## src/rtl/sq1_reg_decoder.sv

```systemverilog
// CPU-side register front end for square channel 1: decodes NR10-NR14 and NR52
// byte writes into pulseChannel1 field controls, with masked read-back.
module sq1_reg_decoder #(
  parameter logic [7:0] BASE_ADDR = 8'h10,
  parameter logic [7:0] PWR_ADDR  = 8'h26,
  parameter bit         PWR_RESET = 1'b1
) (
  input  logic        clk,
  input  logic        rst,
  input  logic        wr_en,
  input  logic        rd_en,
  input  logic [7:0]  addr,
  input  logic [7:0]  wdata,
  output logic [7:0]  rdata,
  output logic        rvalid,
  input  logic        ch1_active,
  output logic [2:0]  sq1_swpPd,
  output logic        sq1_negate,
  output logic [2:0]  sq1_shift,
  output logic [1:0]  sq1_duty,
  output logic [5:0]  sq1_lenLoad,
  output logic        sq1_lenLoadStb,
  output logic [3:0]  sq1_startVol,
  output logic        sq1_envAdd,
  output logic [2:0]  sq1_period,
  output logic [10:0] sq1_freq,
  output logic        sq1_lenEnable,
  output logic        sq1_trigger,
  output logic        power
);

  localparam logic [7:0] NR10_ADDR = BASE_ADDR;
  localparam logic [7:0] NR11_ADDR = BASE_ADDR + 8'd1;
  localparam logic [7:0] NR12_ADDR = BASE_ADDR + 8'd2;
  localparam logic [7:0] NR13_ADDR = BASE_ADDR + 8'd3;
  localparam logic [7:0] NR14_ADDR = BASE_ADDR + 8'd4;

  logic [7:0] rd_mux;

  // Read-back reflects the current (pre-write) register state.
  always_comb begin
    // NOTE: default assignment first so every path drives rd_mux and no latch is inferred.
    rd_mux = 8'hFF;
    if (addr == NR10_ADDR)
      rd_mux = {1'b1, sq1_swpPd, sq1_negate, sq1_shift};
    else if (addr == NR11_ADDR)
      rd_mux = {sq1_duty, 6'h3F};
    else if (addr == NR12_ADDR)
      rd_mux = {sq1_startVol, sq1_envAdd, sq1_period};
    else if (addr == NR13_ADDR)
      rd_mux = 8'hFF;
    else if (addr == NR14_ADDR)
      rd_mux = {1'b1, sq1_lenEnable, 6'h3F};
    else if (addr == PWR_ADDR)
      rd_mux = {power, 3'b111, 3'b000, ch1_active & power};
  end

  // NOTE: all state updates use non-blocking assignments so every register samples pre-edge values.
  always_ff @(posedge clk) begin
    if (rst) begin
      rdata          <= 8'h00;
      rvalid         <= 1'b0;
      sq1_swpPd      <= '0;
      sq1_negate     <= 1'b0;
      sq1_shift      <= '0;
      sq1_duty       <= '0;
      sq1_lenLoad    <= '0;
      sq1_lenLoadStb <= 1'b0;
      sq1_startVol   <= '0;
      sq1_envAdd     <= 1'b0;
      sq1_period     <= '0;
      sq1_freq       <= '0;
      sq1_lenEnable  <= 1'b0;
      sq1_trigger    <= 1'b0;
      power          <= PWR_RESET;
    end else begin
      sq1_trigger    <= 1'b0;
      sq1_lenLoadStb <= 1'b0;
      rvalid         <= rd_en;
      if (rd_en)
        rdata <= rd_mux;

      if (wr_en) begin
        if (addr == PWR_ADDR) begin
          power <= wdata[7];
          // Powering down wipes every channel field; no pulses are emitted.
          if (!wdata[7]) begin
            sq1_swpPd     <= '0;
            sq1_negate    <= 1'b0;
            sq1_shift     <= '0;
            sq1_duty      <= '0;
            sq1_lenLoad   <= '0;
            sq1_startVol  <= '0;
            sq1_envAdd    <= 1'b0;
            sq1_period    <= '0;
            sq1_freq      <= '0;
            sq1_lenEnable <= 1'b0;
          end
        end else if (power) begin
          if (addr == NR10_ADDR) begin
            sq1_swpPd  <= wdata[6:4];
            sq1_negate <= wdata[3];
            sq1_shift  <= wdata[2:0];
          end else if (addr == NR11_ADDR) begin
            sq1_duty       <= wdata[7:6];
            sq1_lenLoad    <= wdata[5:0];
            sq1_lenLoadStb <= 1'b1;
          end else if (addr == NR12_ADDR) begin
            sq1_startVol <= wdata[7:4];
            sq1_envAdd   <= wdata[3];
            sq1_period   <= wdata[2:0];
          end else if (addr == NR13_ADDR) begin
            sq1_freq[7:0] <= wdata;
          end else if (addr == NR14_ADDR) begin
            sq1_freq[10:8] <= wdata[2:0];
            sq1_lenEnable  <= wdata[6];
            sq1_trigger    <= wdata[7];
          end
        end
      end
    end
  end

endmodule

```

## config.mk

```make
export PLATFORM = sky130hd
export DESIGN_NAME = sq1_reg_decoder
export DESIGN_NICKNAME = d
export VERILOG_FILES = /design/src/rtl/sq1_reg_decoder.sv
export SDC_FILE = /design/constraint.sdc
export NUM_CORES = 1
export LEC_CHECK = 0
export ABC_AREA = 1
export CORE_ASPECT_RATIO = 0.8
export CORE_UTILIZATION = 50
export CTS_CLUSTER_SIZE = 16
export DETAILED_ROUTE_END_ITERATION = 12
export GPL_ROUTABILITY_DRIVEN = 1
export HOLD_SLACK_MARGIN = 0.06
export PLACE_DENSITY = 0.95
export SLEW_MARGIN = 5
export SYNTH_ARGS = -nofsm -noshare
export SYNTH_HDL_FRONTEND = slang
export SYNTH_SLANG_ARGS = --single-unit
```

## constraint.sdc

```tcl
create_clock -name clk -period 3.6 [get_ports clk]
set_input_delay 0.54 -clock clk [delete_from_list [all_inputs] [get_ports clk]]
set_output_delay 0.54 -clock clk [all_outputs]
set_load 0.005 [all_outputs]
```

==> impl_metrics.yaml <==
setup_path:
  timing.rr.end: "sq1_swpPd[1]"
  worst-path-max-fanout: 13
  slowest_delay_ps: 530
  rr_startpoint: "power"
  crit_arrival_ps: 2570
  worstRegToRegCells: 6
  path_class: "input port to flop"
  startpoint: "addr[0]"
  start_kind: "input port"
  crit_slowest_cell: "clkdlybuf4s50_1"
  crit_required_ps: 3800
  cp-end-kind: "flop"
  cp_cell_sequence: "clkdlybuf4s50_1 -> inv_2 -> nand2_2 -> nor2_4 -> nand3_1 -> nand2_1 -> nor2_4 -> nand2_1 -> nor2_1 -> nor2_1"
  r2r_setup_slack_ps: 2090
routing:
  drtIter0Drc: 188
  wl_per_cell_um: 13.49
  drc: 0
  first_pass_iters: 5
  vias: 2363
  wirelength_mm: 6.153
  viasPerCell: 5.182
  postRouteAntennaNets: 0
synthesis:
  synth_cell_types: 26
  netlist_instances: 336
  synth_edf_count: 0
  syn_nets: 357
  synth_seq_cells: 47
  synth_seq_area_share_pct: 40.65
  syn_area_per_cell_um2: 6.889
  ys_warn_count: 0
  ys.flop_type: "dfxtp_1"
  synthArstFlopShare_pct: 0
  syn_area_mm2: 0.002315
timing:
  timing.slew.headroom_pct: 42.02
  fin_crit_ps: 2368
  hold_viol_final: 0
  tightest_slew_ps: 868.7
  clock_skew_ps: 9.539
  setup-tns-final_ps: 0
  maxSlewViolCount: 0
  setup_viol: 0
  rsz0062_at_grt: "no"
  fmaxAchievable_mhz: 422.3
  final_min_period_over_clock_period_pct: 65.78
job:
  maxCapViolCount: 0
placed_design:
  post-dp-hpwl_mm: 4.405
  gp_congestion: 0.8958
  place_area_mm2: 0.002950
  dp_cells: 448
  io_buffers: 67
floorplan:
  ioPinCount: 68
  fp.dieH_um: 62.86
  fp.dieW_um: 78.07
  die_area_mm2: 0.004907
  start_util_pct: 53.72
  core-area_mm2: 0.004309
  num_rows: 21
worst_hold_path:
  min_from: "rdata[3]"
  hold_depth: 2
  worst_hold_path_type: "flop to flop"
  holdPathEnd: "rdata[3]"
clock_network:
  cts_hold_buffers: 0
  clk_path_buf_depth: 2
  cts_root_buffer: "clkbuf_8"
  cts_buffers: 5
  clkSlewWorstSetupHoldPaths_ps: 90
  cts_tree: "yes"
  clock-sinks: 47
  cts-resized-gates: 0
  clock_latency_ps: 310
  htreeDepth: 2
  post_cts_buffers: 0
grt:
  grt_overflow: 0
  grt_util_all_layers_pct: 26.36
  grt_max_degree: 31
  grt_pass1_vias: 2144
  antenna_found_initial: 0
  grt_pass1_wl_mm: 9.908
power:
  leakagePower_nw: 1.383
  irDropWorstVdd_mv: 0.2032
  p_per_area_mw_per_mm2: 318.9
final_layout:
  area_growth_pct: 31.57
  antenna_cells: 0
  utilization_pct: 70.67
  final-instance-count-excl-fill: 456
  drive_gt1_share_pct: 7.268
  finalNetCount: 419
  fin_area_mm2: 0.003045
run_status:
  status: "finished clean"
==> worst max path at each step <==
stage               cells after the start             end
CTS                                    10     sq1_duty[0]
detailed placement                     10  sq1_lenLoad[5]
floorplan                              12    sq1_freq[10]
global placement                       10  sq1_lenLoad[5]
global route                           10  sq1_lenLoad[5]
finish                                 10     sq1_duty[0]
==> cell families (layout without fill, tap and decap cells) <==
logic type | after synthesis | after routing | share of synthesized area [%]
AND/OR/NAND/NOR | 194 | 194 | 38.70
buffers and inverters | 60 | 123 | 12.54
AO/OA/AOI/OAI | 35 | 35 | 8.108
flip-flops | 47 | 47 | 40.65
==> layout by cell type, fill, tap and decap left out <==
cell | Yosys | layout
clkbuf_8 | 0 | 6
nand3b_1 | 5 | 5
o211ai_1 | 3 | 3
nand2_4 | 2 | 2
clkbuf_1 | 3 | 1
clkinv_4 | 0 | 1
nor2_1 | 62 | 62
o21ai_0 | 6 | 6
buf_4 | 1 | 1
nand2_1 | 83 | 83
a21oi_1 | 22 | 22
nor3_1 | 1 | 1
o22ai_1 | 2 | 2
nand3_4 | 1 | 1
clkdlybuf4s50_1 | 0 | 67
inv_1 | 45 | 45
o21a_1 | 1 | 1
inv_2 | 2 | 2
nand3_1 | 15 | 15
dfxtp_1 | 47 | 47
o21ai_1 | 1 | 1
nand4_2 | 1 | 1
nand2_2 | 7 | 7
nor2_2 | 1 | 1
nand4_1 | 9 | 9
nor2_4 | 4 | 4
nand3_2 | 3 | 3
==> cell type report <==
cell class / count / area (µm²)
Clock buffer: 7 / 86.33
Sequential cell: 47 / 940.9
Tap cell: 57 / 71.32
Inverter: 47 / 176.4
Multi-Input combinational cell: 229 / 1084
Clock inverter: 1 / 8.758
Timing Repair Buffer: 68 / 678.2
Fill cell: 361 / 1264
==> cells in the mapped netlist (2+ instances only) <==
master,number,share of area [%]
a21oi_1,22,4.8
buf_6,8,3.9
clkbuf_1,3,0.49
dfxtp_1,47,41
inv_1,45,7.3
inv_2,2,0.32
nand2_1,83,13
nand2_2,7,1.9
nand2_4,2,0.97
nand3_1,15,3.2
nand3_2,3,1.3
nand3b_1,5,1.6
nand4_1,9,2.4
nor2_1,62,10
nor2_4,4,1.9
o211ai_1,3,0.97
o21ai_0,6,1.3
o22ai_1,2,0.54
==> per-layer routing <==
layer | global-route usage [%] | wire (µm) | part of all wire [%] | vias up
li1 | - | - | - | 1171
met5 | 0 | 0 | 0 | -
met3 | 7.153 | 452 | 7.3 | 9
met2 | 42.21 | 2880 | 47 | 117
met1 | 33.69 | 2744 | 45 | 1066
met4 | 9.954 | 76 | 1.2 | 0
==> state kept, by name, indices dropped and copies added, names as in the netlist <==
| name | count |
|---|---|
| sq1_swpPd | 3 |
| sq1_lenLoadStb | 1 |
| sq1_duty | 2 |
| sq1_freq | 11 |
| sq1_trigger | 1 |
| rvalid | 1 |
| sq1_shift | 3 |
| sq1_period | 3 |
| sq1_negate | 1 |
| sq1_envAdd | 1 |
| sq1_startVol | 4 |
| sq1_lenEnable | 1 |
| rdata | 8 |
| sq1_lenLoad | 6 |
| power | 1 |
==> report_power, final <==
group | switching (mW) | internal (mW) | total, mW
Clock | 0.178 | 0.157 | 0.335
Sequential | 0.00465 | 0.528 | 0.532
Combinational | 0.0551 | 0.0482 | 0.103
==> metrics by stage <==
step | hold WS (ps) | setup WS (ps) | power, mW
2_1_floorplan | 457.4 | 1949 | 0.5977
3_3_place_gp | 449.7 | 1091 | 0.6421
3_5_place_dp | 454.7 | 954.6 | 0.6459
4_1_cts | 468.2 | 1234 | 0.9758
5_1_grt | 495.3 | 1092 | 1.016
6_report | 469.1 | 1232 | 0.9712
==> critical path, delay by kind of cell <==
kind | cells | cell delay (ps)
and+or+nand+nor | 8 | 1440
buffers and inverters | 2 | 580
No activity file was read; power rests on OpenSTA's default activity.
